### src/rtl/secuenciador_primos_pares.sv
// Scan controller: steps a 4-bit code LO..HI (mod 16) into the prime/even classifier and tallies its flags.
// Latency: SETTLE+1 cycles per code; DONE pulses N*(SETTLE+1) cycles after the accepting START edge.
// Backpressure: none; START is taken only in IDLE, ABORT drops the scan and keeps partial results.
module secuenciador_primos_pares #(
  parameter int SETTLE = 0
) (
  input  logic        CLK,
  input  logic        RST_N,
  input  logic        START,
  input  logic        ABORT,
  input  logic [3:0]  LO,
  input  logic [3:0]  HI,
  input  logic        PRIMOS,
  input  logic        PARES,
  output logic        D,
  output logic        C,
  output logic        B,
  output logic        A,
  output logic        BUSY,
  output logic        DONE,
  output logic [4:0]  N_PRIMOS,
  output logic [4:0]  N_PARES,
  output logic [15:0] MASK_PRIMOS,
  output logic [15:0] MASK_PARES
);

  typedef enum logic [1:0] {
    IDLE = 2'd0,
    SCAN = 2'd1,
    FIN  = 2'd2
  } state_t;

  localparam logic [2:0] SETTLE_W = 3'(SETTLE);

  state_t     state;
  state_t     state_nxt;
  logic [3:0] code;
  logic [3:0] hi_r;
  logic [2:0] sc;
  logic       sample_en;
  logic       last_code;

  // A sample only lands if the scan is not being aborted in the same cycle.
  assign sample_en = (state == SCAN) && (sc == SETTLE_W) && !ABORT;
  assign last_code = (code == hi_r);

  // The code register drives the classifier directly, so D..A are registered.
  assign D = code[3];
  assign C = code[2];
  assign B = code[1];
  assign A = code[0];

  // State register.
  always_ff @(posedge CLK or negedge RST_N) begin
    if (!RST_N) begin
      state <= IDLE;
    end else begin
      state <= state_nxt;
    end
  end

  // Next-state: ABORT beats a completing sample; START beats ABORT in IDLE.
  always_comb begin
    state_nxt = state;
    case (state)
      IDLE: begin
        if (START) begin
          state_nxt = SCAN;
        end
      end
      SCAN: begin
        if (ABORT) begin
          state_nxt = IDLE;
        end else if (sample_en && last_code) begin
          state_nxt = FIN;
        end
      end
      FIN: begin
        state_nxt = IDLE;
      end
      default: begin
        state_nxt = IDLE;
      end
    endcase
  end

  // Status outputs decoded from the registered state.
  always_comb begin
    BUSY = 1'b0;
    DONE = 1'b0;
    case (state)
      SCAN:    BUSY = 1'b1;
      FIN:     DONE = 1'b1;
      default: begin
        BUSY = 1'b0;
        DONE = 1'b0;
      end
    endcase
  end

  // Datapath: code stepping, settle counter, and result accumulation.
  always_ff @(posedge CLK or negedge RST_N) begin
    if (!RST_N) begin
      code        <= 4'd0;
      hi_r        <= 4'd0;
      sc          <= 3'd0;
      N_PRIMOS    <= 5'd0;
      N_PARES     <= 5'd0;
      MASK_PRIMOS <= 16'd0;
      MASK_PARES  <= 16'd0;
    end else begin
      case (state)
        IDLE: begin
          if (START) begin
            code        <= LO;
            hi_r        <= HI;
            sc          <= 3'd0;
            N_PRIMOS    <= 5'd0;
            N_PARES     <= 5'd0;
            MASK_PRIMOS <= 16'd0;
            MASK_PARES  <= 16'd0;
          end
        end
        SCAN: begin
          if (!ABORT) begin
            if (sc != SETTLE_W) begin
              sc <= sc + 3'd1;
            end else begin
              N_PRIMOS          <= N_PRIMOS + 5'(PRIMOS);
              N_PARES           <= N_PARES + 5'(PARES);
              MASK_PRIMOS[code] <= PRIMOS;
              MASK_PARES[code]  <= PARES;
              // On the last code, hold it so it stays visible through FIN.
              if (!last_code) begin
                code <= code + 4'd1;
                sc   <= 3'd0;
              end
            end
          end
        end
        default: begin
          code <= code;
        end
      endcase
    end
  end

endmodule

### config.mk
export PLATFORM = sky130hd
export DESIGN_NAME = secuenciador_primos_pares
export DESIGN_NICKNAME = d
export VERILOG_FILES = /design/src/rtl/secuenciador_primos_pares.sv
export SDC_FILE = /design/constraint.sdc
export NUM_CORES = 1
export LEC_CHECK = 0
export ABC_AREA = 1
export CAP_MARGIN = 40
export CORE_MARGIN = 8
export CORE_UTILIZATION = 38
export DETAILED_ROUTE_END_ITERATION = 8
export PLACE_DENSITY = 0.73
export SLEW_MARGIN = 40
export SYNTH_ARGS = -nofsm -noshare
export SYNTH_HDL_FRONTEND = slang
export SYNTH_SLANG_ARGS = --single-unit
### constraint.sdc
create_clock -name CLK -period 2.6 [get_ports CLK]
set_clock_uncertainty 0.15 [all_clocks]
set_input_delay 0.52 -clock CLK [delete_from_list [all_inputs] [get_ports CLK]]
set_output_delay 0.52 -clock CLK [all_outputs]
set_load 0.02 [all_outputs]
### Word-level counts from Yosys, hierarchy flattened

Cells that the tools add are included.

* equal/unequal tests: 9
* $add $sub $neg: 4
* multiplexer cells: 34
* reductions and logical operators: 14
* $lt $le $gt $ge: 2

Operator list (count)
* 16-bit 2-to-1 mux: 5
* 16-bit one-hot mux with 2 select lines: 2
* 16-bit bitwise mux: 2
* 5-bit 2-to-1 mux: 5
* 5-bit one-hot mux with 2 select lines: 2
* 4-bit 2-to-1 mux: 4
* 3-bit 2-to-1 mux: 4
* 5-bit by 1-bit adder with 5-bit output: 2
* 2-bit inequality test, second input constant: 4
* 4-bit one-hot mux with 2 select lines: 1
* 4-bit AND reduction: 2
* 2-bit 2-to-1 mux: 3
* 3-bit by 2-bit inequality test with 1-bit output, second input constant: 2
* 3-bit one-hot mux with 2 select lines: 1
* 4-bit by 5-bit < comparator with 1-bit output, second input constant: 1
* 5-bit AND reduction: 1
* 4-bit by 1-bit adder with 4-bit output, second input constant: 1
* 1-bit demux with 4-bit select: 1
* 4-bit equality test: 1
* 4-bit by 1-bit >= comparator with 1-bit output, second input constant: 1
* 1-bit logical AND: 4
* 2-bit one-hot mux with 2 select lines: 1
* 2-bit AND reduction: 2
* 3-bit by 1-bit adder with 3-bit output, second input constant: 1
* 8 further kinds: 10

* output and inout bits: 48
* flip-flop bits (word level): 55
* bits of input ports: 14
* logic and storage cells: 71

### Longest topological paths before layout

* depth after elaboration: 8
* depth in mapped cells: 10
* mapped depth without buffers: 9

### Least setup slack after synthesis

OpenSTA, ideal clock, no wires.

* kind: register -> output
* from: reg state[0]
* to: out BUSY
* slack: 988 ps
* path buffers: 1
* required time: 1930 ps
* data arrival time: 942 ps
* cell stages (with the launch flop): 4
* path through: dfrtp_1 -> inv_1 -> nor2_2 -> clkbuf_1

* longest elaborated chain between the ends: 2

Ends and longest elaborated chain
* start, declared: RTL line 35 `state_t state;`
* start signal, assigned: RTL line 58 `state <= state_nxt;`
* 2-bit by 1-bit equality test with 1-bit output: RTL line 91 `case (state)`
* 1-bit 2-to-1 mux: RTL line 91
* end, declared: RTL line 19 `output logic BUSY,`

Every way passes these cells.

### Worst setup path after layout

Same ends and word-level chain as after synthesis.

==> run summary <==
type of destination of the critical path: primary output
fraction of layout instances using a drive strength above 1: 0.0424
Pre-antenna DRT Iters: 4
status: complete, no violations
Max Clock Freq: 0.443 GHz
weighted congestion reported at the end of routability-driven placement: 0.863
count of cells along the worst register-to-register path: 9
VDD IR max: 369 uV
first-pass GRT wire length: 11300 um
grt ovf: 0
minimum clock period after layout: 2260 ps
number of H-tree branching levels: 2
initial antenna violation count: 0
startpoint kind of the worst setup timing path: flop
final-report max-slew violation count: 0
capture instance of the worst register-to-register path: MASK_PRIMOS[10]
die span in y: 102 um
Yosys warning count: 0
Fin. Hold Viols: 0
number of global-route vias before repair: 2457
number of DRC violations after detailed routing: 0
r2r setup slk: 790 ps
top post-synthesis cells by count: nand2_1 (203), dfrtp_1 (55), nor2_1 (32)
hold-fix buffers at CTS: 0
Clock Pin Slew Worst Setup and Hold Paths: 100 ps
initial standard-cell utilization of the core: 0.390
std cell rows: 31
clock tree from TritonCTS: yes
die area: 10500 sq um
Layout Cell Area excl Fill: 3640 sq um
number of distinct library cells after synthesis: 21
Main synth FF type: dfrtp_1
cell with the biggest individual delay on the critical path: clkdlybuf4s50_1
via count: 2552
Post-Syn Instances: 385
post-CTS setup buffer count: 0
Max Cap Viol: 0
Fin Hold WS: 19.9 ps
Layout Nets: 471
GRT Util Overall: 0.134
cell area reported after detailed placement: 3550 sq um
pin count of the biggest net entering global routing: 37
wire per inst: 12.4 um
Post-synth ARST share: 1.00
Yosys top cell area share: 0.486
total power density per cell area: 907 nW/um^2
Sw Share: 0.446
Clk network pwr share: 0.148
source-to-sink clock delay at the later pin of the worst-skew pair: 300 ps
worst-margin pin slew: 505 ps
final core occ: 0.502
arrival time of data at the critical path endpoint: 1590 ps
Post-synth EDFFs: 0
violation count after the first detailed-route iteration: 96
leakage power: 1.87 nW
post-DP HPWL: 5110 um
internal power summed over all cells: 1.83 mW
combined area of all synthesized cells: 2830 sq um
Antenna Cells: 0
sum of routed wire length over all layers: 6780 um
flip-flop and latch count after synthesis: 55
number of inserted filler cells in the final layout: 712
ports placed on the boundary: 62
minimum setup slack in the final design: 343 ps
routed via count divided by cell count: 4.67
ordered list of cells on the worst path: inv_1 -> nor2_2 -> clkdlybuf4s50_1
worst setup path category: flop to primary output
cell type contributing the most total cell area after synthesis: dfrtp_1
antenna violation net count after detailed routing: 0
IO buf count: 61
total setup violations reported at the end of the flow: 0
post-route fraction of the period consumed by the critical path: 0.868
dominant cells by area after synthesis: dfrtp_1 (49%), nand2_1 (27%), ha_1 (4.4%)
clock buffer count from CTS: 5
share of power burned in combinational logic: 0.487
# clock sinks: 55
minimum setup slack after placement: 411 ps
buffer type at the clock tree root: clkbuf_8
Sequential Power Share: 0.365
leading cell type by number of instances after synthesis: nand2_1
launching point of the worst reg2reg path: sc[0]
Post-Syn Area per Cell: 7.35 sq um
unrepaired setup endpoints after global routing: no
sequential area share after synthesis: 0.486
data required time at the worst endpoint: 1930 ps
maximum root-to-sink buffer count: 2
count of instances resized after the clock tree is built: 0
growth of design area from synthesis to finish: 28.7%
final total negative setup slack: 0 ps
net load switching power: 1.47 mW
number of nets produced by synthesis: 409
Max Fanout on Critical Path: 4
slowest stage delay, CP: 650 ps
remaining max-slew budget at the tightest pin: 0.663
die outline width: 102 um
placeable core region: 7250 sq um
Hold Path Class: input pin to async pin
critical path: cells and delay by family (launching register included):
| kind | cells | cell delay [ps] |
|---|---|---|
| simple gates | 1 | 170 |
| flops | 1 | 400 |
| buf+inv | 2 | 710 |
per-stage QoR:
step / std cells / power [mW]
floorplan: 385 / 2.26
global placement: 539 / 2.81
detailed placement: 539 / 2.84
CTS: 547 / 3.34
global route: 547 / 3.57
finish: 547 / 3.30
placed cells by master (no fill, tap or decap), types with 4 or more instances in the layout:
| cell type | netlist | routed |
|---|---|---|
| nand2_1 | 203 | 203 |
| clkdlybuf4s50_1 | 0 | 60 |
| dfrtp_1 | 55 | 55 |
| nor2_1 | 32 | 32 |
| inv_1 | 22 | 22 |
| nand3_1 | 19 | 19 |
| o21ai_0 | 12 | 12 |
| ha_1 | 10 | 10 |
| clkbuf_8 | 0 | 6 |
| a21oi_1 | 5 | 5 |
| nand4_1 | 5 | 5 |
| buf_4 | 2 | 4 |
layer usage:
| layer | track usage | wire (um) | vias up |
|---|---|---|---|
| li1 | - | - | 1308 |
| met1 | 0.150 | 2830 | 1171 |
| met2 | 0.242 | 3310 | 63 |
| met3 | 0.0395 | 550 | 10 |
| met4 | 0.0350 | 91 | 0 |
| met5 | 0 | 0 | - |
cells by family (layout without fill, tap and decap cells):
kind of cell	count (synthesis)	in the layout	share of synthesized area
xor gates and xnor gates	4	4	0.0124
and+or+nand+nor	264	264	0.369
adders and majority gates	10	10	0.0442
AOI/OAI and AO/OA	18	18	0.0358
buffers and inverters	34	97	0.0526
DFF	55	55	0.486
registers in the layout, indices dropped and copies added, names as in the netlist:
signal       count
MASK_PRIMOS     16
hi_r             4
sc               3
code             4
state            2
N_PRIMOS         5
N_PARES          5
MASK_PARES      16
cell type report:
class	instances	area (sq um)	area share
sequential	55	1380	0.378
inverter	23	86.3	0.0237
clock buffer	7	86.3	0.0237
clock inverter	1	8.76	0.00240
multi-input combinational	296	1310	0.358
tap	99	124	0.0340
timing repair buffer	66	656	0.180
how the worst max path moves through the flow:
| stage | startpoint | end | slack (ps) | cells past startpoint |
|---|---|---|---|---|
| 5_1_grt | state[0] | BUSY | 220 | 3 |
| 6_report | state[0] | BUSY | 340 | 3 |
| 4_1_cts | state[0] | BUSY | 310 | 3 |
| 3_5_place_dp | START | code[1] | 410 | 8 |
| 3_3_place_gp | START | code[1] | 440 | 8 |
| 2_1_floorplan | state[0] | BUSY | 990 | 3 |
power by group through the flow:
stage / sequential (mW) / clock, mW / combinational [mW]
CTS: 1.21 / 0.505 / 1.63
finish: 1.21 / 0.489 / 1.61
detailed placement: 1.22 / 0 / 1.62
global route: 1.24 / 0.531 / 1.80
global placement: 1.22 / 0 / 1.59
floorplan: 1.34 / 0 / 0.920
No activity file was read; power rests on OpenSTA's default activity.
